### src/rtl/vm_pkg.sv
// Shared widths and FSM encoding for the vending machine controller.
package vm_pkg;

   localparam int DEF_NUM_TYPES = 8;
   localparam int DEF_TYPE_W    = 3;
   localparam int DEF_PRICE_W   = 4;
   localparam int DEF_QTY_W     = 4;
   localparam int DEF_CREDIT_W  = 8;
   localparam int DEF_ACC_W     = 12;

   typedef enum logic [1:0] {
      IDLE     = 2'd0,
      CHECK    = 2'd1,
      DISPENSE = 2'd2
   } state_t;

endpackage

### src/rtl/vending_machine_ctrl_if.sv
// Customer purchase interface: the customer side is master, the machine is slave.
interface vending_machine_ctrl_if #(
   parameter int TYPE_W   = vm_pkg::DEF_TYPE_W,
   parameter int PRICE_W  = vm_pkg::DEF_PRICE_W,
   parameter int QTY_W    = vm_pkg::DEF_QTY_W,
   parameter int CREDIT_W = vm_pkg::DEF_CREDIT_W
);
   logic                coin_valid;
   logic [PRICE_W-1:0]  coin_val;
   logic                coin_reject;
   logic                req_valid;
   logic [TYPE_W-1:0]   req_type;
   logic [QTY_W-1:0]    req_amount;
   logic                cancel;
   logic                ready;
   logic [CREDIT_W-1:0] credit;
   logic                dispense_valid;
   logic [TYPE_W-1:0]   dispense_type;
   logic [QTY_W-1:0]    dispense_amount;
   logic                change_valid;
   logic [CREDIT_W-1:0] change_amt;
   logic                red_light;

   modport master (
      output coin_valid, coin_val, req_valid, req_type, req_amount, cancel,
      input  coin_reject, ready, credit, dispense_valid, dispense_type,
             dispense_amount, change_valid, change_amt, red_light
   );

   modport slave (
      input  coin_valid, coin_val, req_valid, req_type, req_amount, cancel,
      output coin_reject, ready, credit, dispense_valid, dispense_type,
             dispense_amount, change_valid, change_amt, red_light
   );
endinterface

### src/rtl/vm_inventory.sv
// Per-slot price/supply register file: config writes, purchase decrements,
// combinational read of the slot selected by rd_type.
module vm_inventory
   import vm_pkg::*;
#(
   parameter int NUM_TYPES = DEF_NUM_TYPES,
   parameter int TYPE_W    = DEF_TYPE_W,
   parameter int PRICE_W   = DEF_PRICE_W,
   parameter int QTY_W     = DEF_QTY_W
) (
   input  logic               clk,
   input  logic               rst,
   input  logic               cfg_we,
   input  logic [TYPE_W-1:0]  cfg_type,
   input  logic [PRICE_W-1:0] cfg_price,
   input  logic [PRICE_W-1:0] cfg_supply,
   input  logic               dec_en,
   input  logic [TYPE_W-1:0]  dec_type,
   input  logic [QTY_W-1:0]   dec_amount,
   input  logic [TYPE_W-1:0]  rd_type,
   output logic [PRICE_W-1:0] rd_price,
   output logic [PRICE_W-1:0] rd_supply
);

   logic [PRICE_W-1:0] price_r  [NUM_TYPES];
   logic [PRICE_W-1:0] supply_r [NUM_TYPES];

   // Table update: config write wins; decrement only happens outside IDLE anyway.
   always_ff @(posedge clk or posedge rst) begin
      if (rst) begin
         for (int i = 0; i < NUM_TYPES; i++) begin
            price_r[i]  <= {PRICE_W{1'b0}};
            supply_r[i] <= {PRICE_W{1'b0}};
         end
      end else begin
         for (int i = 0; i < NUM_TYPES; i++) begin
            if (cfg_we && (cfg_type == TYPE_W'(i))) begin
               price_r[i]  <= cfg_price;
               supply_r[i] <= cfg_supply;
            end else if (dec_en && (dec_type == TYPE_W'(i))) begin
               supply_r[i] <= supply_r[i] - PRICE_W'(dec_amount);
            end
         end
      end
   end

   assign rd_price  = price_r[rd_type];
   assign rd_supply = supply_r[rd_type];

endmodule

### src/rtl/vending_machine_ctrl.sv
// Machine-side purchase controller: credit handling, price/stock check,
// dispense and change generation, revenue accumulation.
module vending_machine_ctrl
   import vm_pkg::*;
#(
   parameter int NUM_TYPES = DEF_NUM_TYPES,
   parameter int TYPE_W    = DEF_TYPE_W,
   parameter int PRICE_W   = DEF_PRICE_W,
   parameter int QTY_W     = DEF_QTY_W,
   parameter int CREDIT_W  = DEF_CREDIT_W,
   parameter int ACC_W     = DEF_ACC_W
) (
   input  logic               clk,
   input  logic               rst,
   vending_machine_ctrl_if.slave cust,
   input  logic               cfg_we,
   input  logic [TYPE_W-1:0]  cfg_type,
   input  logic [PRICE_W-1:0] cfg_price,
   input  logic [PRICE_W-1:0] cfg_supply,
   output logic [ACC_W-1:0]   machine_acc
);

   localparam int PROD_W = PRICE_W + QTY_W;

   state_t              state_r, next_state_s;
   logic [CREDIT_W-1:0] credit_r, chg_amt_r;
   logic [ACC_W-1:0]    acc_r;
   logic                red_r, reject_r, disp_valid_r, chg_valid_r;
   logic [TYPE_W-1:0]   type_r, disp_type_r;
   logic [QTY_W-1:0]    amt_r, disp_amt_r;

   logic [PRICE_W-1:0]  price_s, supply_s;
   logic [CREDIT_W:0]   coin_sum_s;
   logic [PROD_W-1:0]   prod_s;
   logic [CREDIT_W-1:0] cost_s;
   logic                pass_s, cfg_en_s, dec_en_s, idle_s;

   assign idle_s     = (state_r == IDLE);
   assign coin_sum_s = {1'b0, credit_r} + (CREDIT_W+1)'(cust.coin_val);
   assign prod_s     = PROD_W'(price_s) * PROD_W'(amt_r);
   assign cost_s     = CREDIT_W'(prod_s);
   assign pass_s     = (amt_r != {QTY_W{1'b0}}) &&
                       (PROD_W'(amt_r) <= PROD_W'(supply_s)) &&
                       (credit_r >= cost_s);
   // A request in the same cycle owns the slot, so config writes are dropped then.
   assign cfg_en_s   = idle_s && cfg_we && !cust.req_valid;
   assign dec_en_s   = (state_r == CHECK) && pass_s;

   vm_inventory #(
      .NUM_TYPES (NUM_TYPES),
      .TYPE_W    (TYPE_W),
      .PRICE_W   (PRICE_W),
      .QTY_W     (QTY_W)
   ) u_inventory (
      .clk        (clk),
      .rst        (rst),
      .cfg_we     (cfg_en_s),
      .cfg_type   (cfg_type),
      .cfg_price  (cfg_price),
      .cfg_supply (cfg_supply),
      .dec_en     (dec_en_s),
      .dec_type   (type_r),
      .dec_amount (amt_r),
      .rd_type    (type_r),
      .rd_price   (price_s),
      .rd_supply  (supply_s)
   );

   // State register.
   always_ff @(posedge clk or posedge rst) begin
      if (rst) state_r <= IDLE;
      else     state_r <= next_state_s;
   end

   // Next-state decode.
   always_comb begin
      next_state_s = state_r;
      case (state_r)
         IDLE: begin
            if (cust.req_valid && !cust.cancel) next_state_s = CHECK;
            else                                next_state_s = IDLE;
         end
         CHECK: begin
            if (pass_s) next_state_s = DISPENSE;
            else        next_state_s = IDLE;
         end
         DISPENSE: next_state_s = IDLE;
         default:  next_state_s = IDLE;
      endcase
   end

   // Credit, revenue, indicator and pulse registers.
   always_ff @(posedge clk or posedge rst) begin
      if (rst) begin
         credit_r     <= {CREDIT_W{1'b0}};
         acc_r        <= {ACC_W{1'b0}};
         red_r        <= 1'b0;
         reject_r     <= 1'b0;
         disp_valid_r <= 1'b0;
         disp_type_r  <= {TYPE_W{1'b0}};
         disp_amt_r   <= {QTY_W{1'b0}};
         chg_valid_r  <= 1'b0;
         chg_amt_r    <= {CREDIT_W{1'b0}};
         type_r       <= {TYPE_W{1'b0}};
         amt_r        <= {QTY_W{1'b0}};
      end else begin
         reject_r     <= 1'b0;
         disp_valid_r <= 1'b0;
         chg_valid_r  <= 1'b0;
         case (state_r)
            IDLE: begin
               if (cust.cancel) begin
                  chg_valid_r <= (credit_r != {CREDIT_W{1'b0}});
                  chg_amt_r   <= credit_r;
                  credit_r    <= {CREDIT_W{1'b0}};
                  red_r       <= 1'b0;
                  reject_r    <= cust.coin_valid;
               end else begin
                  if (cust.coin_valid) begin
                     if (!coin_sum_s[CREDIT_W]) credit_r <= coin_sum_s[CREDIT_W-1:0];
                     else                       reject_r <= 1'b1;
                  end
                  if (cust.req_valid) begin
                     type_r <= cust.req_type;
                     amt_r  <= cust.req_amount;
                  end
               end
            end
            CHECK: begin
               reject_r <= cust.coin_valid;
               // Pulses are set here so they are registered high during DISPENSE.
               if (pass_s) begin
                  acc_r        <= acc_r + ACC_W'(prod_s);
                  credit_r     <= {CREDIT_W{1'b0}};
                  red_r        <= 1'b0;
                  disp_valid_r <= 1'b1;
                  disp_type_r  <= type_r;
                  disp_amt_r   <= amt_r;
                  chg_valid_r  <= (credit_r != cost_s);
                  chg_amt_r    <= credit_r - cost_s;
               end else begin
                  red_r <= 1'b1;
               end
            end
            DISPENSE: reject_r <= cust.coin_valid;
            default:  reject_r <= 1'b0;
         endcase
      end
   end

   assign cust.ready           = idle_s;
   assign cust.credit          = credit_r;
   assign cust.coin_reject     = reject_r;
   assign cust.dispense_valid  = disp_valid_r;
   assign cust.dispense_type   = disp_type_r;
   assign cust.dispense_amount = disp_amt_r;
   assign cust.change_valid    = chg_valid_r;
   assign cust.change_amt      = chg_amt_r;
   assign cust.red_light       = red_r;
   assign machine_acc          = acc_r;

endmodule
### src/flat_wrapper.sv
// flat-port wrapper written by rule: the top's interface ports become plain ports
module vending_machine_ctrl_flat import vm_pkg::*;
#(
   parameter int NUM_TYPES = DEF_NUM_TYPES,
   parameter int TYPE_W    = DEF_TYPE_W,
   parameter int PRICE_W   = DEF_PRICE_W,
   parameter int QTY_W     = DEF_QTY_W,
   parameter int CREDIT_W  = DEF_CREDIT_W,
   parameter int ACC_W     = DEF_ACC_W
)
  (clk, rst, cfg_we, cfg_type, cfg_price, cfg_supply, machine_acc, cust_coin_valid, cust_coin_val, cust_req_valid, cust_req_type, cust_req_amount, cust_cancel, cust_coin_reject, cust_ready, cust_credit, cust_dispense_valid, cust_dispense_type, cust_dispense_amount, cust_change_valid, cust_change_amt, cust_red_light);
  vending_machine_ctrl_if #(.TYPE_W(TYPE_W), .PRICE_W(PRICE_W), .QTY_W(QTY_W), .CREDIT_W(CREDIT_W)) cust_i ();
  input  logic clk;
  input  logic rst;
  input  logic cfg_we;
  input  logic [TYPE_W-1:0] cfg_type;
  input  logic [PRICE_W-1:0] cfg_price;
  input  logic [PRICE_W-1:0] cfg_supply;
  output logic [ACC_W-1:0] machine_acc;
  input wire logic [$bits(cust_i.coin_valid)-1:0] cust_coin_valid;
  input wire logic [$bits(cust_i.coin_val)-1:0] cust_coin_val;
  input wire logic [$bits(cust_i.req_valid)-1:0] cust_req_valid;
  input wire logic [$bits(cust_i.req_type)-1:0] cust_req_type;
  input wire logic [$bits(cust_i.req_amount)-1:0] cust_req_amount;
  input wire logic [$bits(cust_i.cancel)-1:0] cust_cancel;
  output wire logic [$bits(cust_i.coin_reject)-1:0] cust_coin_reject;
  output wire logic [$bits(cust_i.ready)-1:0] cust_ready;
  output wire logic [$bits(cust_i.credit)-1:0] cust_credit;
  output wire logic [$bits(cust_i.dispense_valid)-1:0] cust_dispense_valid;
  output wire logic [$bits(cust_i.dispense_type)-1:0] cust_dispense_type;
  output wire logic [$bits(cust_i.dispense_amount)-1:0] cust_dispense_amount;
  output wire logic [$bits(cust_i.change_valid)-1:0] cust_change_valid;
  output wire logic [$bits(cust_i.change_amt)-1:0] cust_change_amt;
  output wire logic [$bits(cust_i.red_light)-1:0] cust_red_light;
  assign cust_i.coin_valid = cust_coin_valid;
  assign cust_i.coin_val = cust_coin_val;
  assign cust_i.req_valid = cust_req_valid;
  assign cust_i.req_type = cust_req_type;
  assign cust_i.req_amount = cust_req_amount;
  assign cust_i.cancel = cust_cancel;
  assign cust_coin_reject = cust_i.coin_reject;
  assign cust_ready = cust_i.ready;
  assign cust_credit = cust_i.credit;
  assign cust_dispense_valid = cust_i.dispense_valid;
  assign cust_dispense_type = cust_i.dispense_type;
  assign cust_dispense_amount = cust_i.dispense_amount;
  assign cust_change_valid = cust_i.change_valid;
  assign cust_change_amt = cust_i.change_amt;
  assign cust_red_light = cust_i.red_light;
  vending_machine_ctrl #(.NUM_TYPES(NUM_TYPES), .TYPE_W(TYPE_W), .PRICE_W(PRICE_W), .QTY_W(QTY_W), .CREDIT_W(CREDIT_W), .ACC_W(ACC_W)) u_core (.clk(clk), .rst(rst), .cust(cust_i), .cfg_we(cfg_we), .cfg_type(cfg_type), .cfg_price(cfg_price), .cfg_supply(cfg_supply), .machine_acc(machine_acc));
endmodule
### config.mk
export PLATFORM = sky130hd
export DESIGN_NAME = vending_machine_ctrl_flat
export DESIGN_NICKNAME = d
export VERILOG_FILES = /design/src/rtl/vm_pkg.sv /design/src/rtl/vending_machine_ctrl_if.sv /design/src/rtl/vm_inventory.sv /design/src/rtl/vending_machine_ctrl.sv /design/src/flat_wrapper.sv
export SDC_FILE = /design/constraint.sdc
export NUM_CORES = 1
export LEC_CHECK = 0
export BUFFER_PORTS_ARGS = -buffer_cell sky130_fd_sc_hd__buf_2
export CAP_MARGIN = 0
export CORE_MARGIN = 1
export CORE_UTILIZATION = 50
export DETAILED_ROUTE_END_ITERATION = 12
export HOLD_SLACK_MARGIN = 0.08
export PLACE_DENSITY = 0.69
export SLEW_MARGIN = 30
export SYNTH_ARGS = -nofsm -noshare
export SYNTH_HDL_FRONTEND = slang
export SYNTH_SLANG_ARGS = --single-unit
### constraint.sdc
create_clock -name clk -period 5.8 [get_ports clk]
set_input_delay 0 -clock clk [delete_from_list [all_inputs] [get_ports clk]]
set_output_delay 0 -clock clk [all_outputs]
set_load 0.01 [all_outputs]
==> results by stage <==
Run status:
- The flow ran to the end, but the final reports show violations.
- The checks that failed: design-rule violations.

Global routing:
- The via count of the first global-routing pass was just over 6,000.
- The number of antenna violations at the first check in global routing is 0.
- Entering global routing, the biggest net connects between 70 and 80 pins.
- The global router's overall resource usage is between 20% and 30%.
- The first-pass GRT wire length is 32.09 mm.
- The sum of overflow across all layers after global routing is 0.

STA:
- The final max-slew violation count is 0.
- The highest achievable clock rate is 186.2 MHz.
- The final worst-path cycle share is 92.61%.
- The final setup violation count is 0.
- Headroom to the max-slew limit came out at roughly 36%.
- The final critical delay including setup and external delays is roughly 5400 ps.
- The final hold violation count is 0.
- The final setup skew is about 6.3 ps.
- For the pin with the worst max-slew slack, the measured transition is around 960 ps.

Worst setup path:
- The data arrival time of the critical path is between 5000 and 6000 ps.
- The largest driver fanout on the critical path is 30.
- Traced cell by cell, the critical path runs through clkbuf_2 -> buf_4 -> mux4_2 -> mux2i_1 -> nor2_1 -> fa_1 -> ha_1 -> ha_1 -> a21oi_1 -> o21bai_1 -> a21oi_1 -> xnor2_1 -> inv_1 -> ha_1 -> nand4_1 -> a31o_1 -> a31oi_4 -> buf_12 -> nand2_1 -> buf_6 -> nor3_1 -> xor2_1.
- The worst setup path is launched from a flop.
- For this design, the slowest cell found on the critical path is sky130_fd_sc_hd__mux4_2.
- For this run, the slowest stage of the critical path takes approximately 470 ps.
- In this design, the largest share of critical-path delay is due to adder cells.
- The path type of the worst setup path is flop to flop.
- The cell that appears most often on the critical path is sky130_fd_sc_hd__ha_1.
- The number of buffers and inverters on the critical path is 5.
- The worst setup path is captured at a flop.
- The endpoint required time on the critical path is 6090 ps.

Worst hold path:
- The worst min-delay path class is primary input to flop.

Die:
- The core region is around 15,000 sq um.
- The initial core utilization is roughly 50%.
- The area enclosed by the die boundary is about 16,000 sq um.
- The chip height is approximately 130 microns.
- Pin placement for this block handled 68 I/O pins.
- The width of the die is between 100 and 150 microns.
- The number of rows in the core area is between 40 and 50.

Clock tree:
- The total CTS buffers is 9.
- The number of buffers on the longest clock path is 2.
- The cell sitting at the root of the clock tree is a sky130_fd_sc_hd__clkbuf_16.
- The clock latency on the worst-skew pair is 360 ps.
- The clock edge transition at the registers on the reported setup and hold paths is approximately 70 ps.
- TritonCTS built the clock tree.
- Clock tree synthesis found a total of roughly 110 sinks.
- In this run the number of H-tree levels came out at 3.

Logic synthesis:
- The mean instance size in the synthesized netlist is ~9.6 sq um.
- The biggest area contributor in the post-synthesis netlist is sky130_fd_sc_hd__dfrtp_1.
- The number of flops mapped to enable cells by yosys is 0.
- After synthesis the netlist holds a flip-flop and latch count of between 100 and 150.
- The most used flip-flop cell after synthesis is sky130_fd_sc_hd__dfrtp_1.
- The portion of synthesized cell area occupied by the leading cell type is between 30 and 40%.
- The number of nets handed over by synthesis was between 900 and 1,000.
- The most frequent cell after synthesis is sky130_fd_sc_hd__nand2_1.
- In the synthesized netlist, the number of instances is 808.
- The combined area of all synthesized cells is between 7000 and 8000 sq um.
- By area the synthesized netlist is led by sky130_fd_sc_hd__dfrtp_1 (36%), sky130_fd_sc_hd__ha_1 (10%), sky130_fd_sc_hd__nand2_1 (7.7%), sky130_fd_sc_hd__mux4_2 (4.7%), sky130_fd_sc_hd__mux2_2 (4.1%).
- The distinct cell type count of the synthesized netlist is a little over 60.
- Sorting the synthesized cells by how often they occur yields sky130_fd_sc_hd__nand2_1 (158), sky130_fd_sc_hd__dfrtp_1 (112), sky130_fd_sc_hd__ha_1 (63), sky130_fd_sc_hd__inv_1 (53), sky130_fd_sc_hd__nor2_1 (46).
- Summing the sequential cell areas from Yosys gives between 30% and 40% of the chip area.
- The count of yosys warnings during synthesis is 0.
- The fraction of registers with async set/reset is 100.0%.

Cells and area:
- The area growth from synthesis to layout is 14.36%.
- The net count of the finished layout is ~1,000.
- 0 antenna diodes ended up in the layout.
- The count of placed standard cells in the final layout, fillers left out is around 1,100.
- The share of post-route cells with drive strength above 1 is 18.23%.
- The final cell area excluding filler cells is approximately 8800 sq um.

Detailed routing:
- In this run, the number of DRC markers left after iteration 0 of detailed routing was between 400 and 500.
- The count of unresolved DRC violations after routing is 2.
- In the final routed layout, each cell accounts on average for approximately 18 microns.
- The number of optimization iterations in the first detailed-route pass is 9.
- Summed over all layers, the routed wires come to 19.38 mm.
- The count of nets left with antenna violations once routing finished came out at 0.
- The detailed-route vias per instance is approximately 5.7.
- The routed layout has between 6,000 and 7,000 vias.

Power and ir drop:
- In this run the static leakage power is 4.321 nW.
- The total power divided by cell area is slightly below 600 nW/um^2.
- The worst vdd rail ir drop is between 0.0002 and 0.0003 V.

Place:
- The cell count after placement is ~1,000.
- The congestion estimate from routability-driven global placement came to approximately 0.9.
- The port buffer count is 67.
- The cell area after placement is between 8000 and 9000 sq um.
- The placed wire-length estimate after detailed placement is ~14 mm.

Job:
- Across the run, the number of max-cap violations was 0.
## worst register-to-register path: cells and delay by family (launching register included)
family	cells	cell delay, ps
adder cells (fa/ha/maj)	4	1460
AO/OA/AOI/OAI	5	930
multiplexers	2	810
buffers and inverters	5	780
AND/OR/NAND/NOR	4	560
flip-flops	1	420
XOR/XNOR	2	340
## cell families (layout without fill, tap and decap cells)
kind of cell    after synthesis  in the layout  synth area share [%]
buf+inv                      90            176                 4.726
mux                          62             62                 11.07
compound gates              145            145                 13.30
fa+ha+maj                    78             78                 14.08
simple gates                287            287                 16.72
xor+xnor                     34             34                 3.852
flops                       112            112                 36.25
## worst paths after layout
check / from / to / slack (ps) / cells after the start
setup / recovery: u_core.type_r[0]$_DFFE_PP0P_ / u_core.machine_acc[11]$_DFFE_PP0P_ / 430 / 22
hold / removal: cfg_type[0] / u_core.u_inventory.price_r[31]$_DFFE_PP0P_ / 100 / 4
setup reg to reg: u_core.type_r[0]$_DFFE_PP0P_ / u_core.machine_acc[11]$_DFFE_PP0P_ / 430 / 22
hold reg to reg: u_core.machine_acc[11]$_DFFE_PP0P_ / u_core.machine_acc[11]$_DFFE_PP0P_ / 470 / 1
max in group asynchronous: rst / u_core.type_r[0]$_DFFE_PP0P_ / 4490 / 4
min in group asynchronous: rst / u_core.machine_acc[7]$_DFFE_PP0P_ / 240 / 3
## registers in the layout, summed over array words and instances (netlist names)
name	count
u_core.cust.coin_reject	1
u_core.u_inventory.price_r	32
u_core.cust.dispense_type	3
u_core.cust.change_amt	8
u_core.cust.credit	8
u_core.machine_acc	12
u_core.cust.dispense_valid	1
u_core.type_r	3
u_core.cust.dispense_amount	4
u_core.u_inventory.supply_r	32
u_core.cust.red_light	1
u_core.amt_r	4
u_core.cust.change_valid	1
u_core.state_r	2
## cell usage in the layout (no fill, tap or decap), drive strengths merged, types with 9 or more instances in the layout
master       instances
dfrtp              112
mux2                28
fa                  15
inv                 54
nor2                47
nor3                11
buf                 87
ha                  63
o21ai               42
xnor2               17
a31oi               14
a21o                12
nor2b               10
nand3               23
clkbuf              11
mux2i               18
nand2              158
xor2                17
mux4                16
dlygate4sd3         19
nand2b               9
a21oi               26
## power breakdown
group          switching (mW)  internal [mW]  total [mW]  leakage [nW]
registers               0.271           1.07        1.34          1.39
logic                    1.70           1.43        3.13          2.78
clock network           0.302          0.381       0.683         0.149
total                    2.27           2.88        5.15          4.32
## cell type report
type	instances	area, sq um
inverter	53	201.4
sequential	112	2804
fill	1359	6305
clock inverter	6	92.59
tap	188	235.2
multi-input combinational	606	4566
timing repair buffer	107	713.2
clock buffer	10	229.0
## per-stage QoR
| step | util (%) | TNS (ps) | worst slack [ps] | hold slack, ps | total power [mW] |
|---|---|---|---|---|---|
| floorplan | - | 0 | 554.5 | 105.4 | 3.646 |
| CTS | 58.08 | 0 | 221.5 | 81.59 | 5.140 |
| global route | 58.37 | -6.722 | -6.722 | 122.3 | 5.629 |
| global placement | 54.70 | 0 | 338.2 | 80.92 | 4.384 |
| detailed placement | 54.70 | 0 | 245.5 | 88.80 | 4.432 |
| finish | 58.37 | 0 | 428.7 | 99.87 | 5.147 |
## routing by layer
layer  share of wire, %  vias up  global-route usage (%)
met3                4.7       25                   3.796
met4                1.8        0                   8.150
met2                 47      166                   42.15
met5                  0        -                       0
met1                 47     3011                   35.98
li1                   -     2972                       -
## what timing repair did
action / CTS / global route
endpoints found under the setup margin: 0 / 52
buffers inserted: 0 / 3
hold buffers: 19 / 0
endpoints found under the hold margin: 108 / 0
gates resized for setup: 0 / 2
Note: power is estimated with default switching activity, not from simulation.
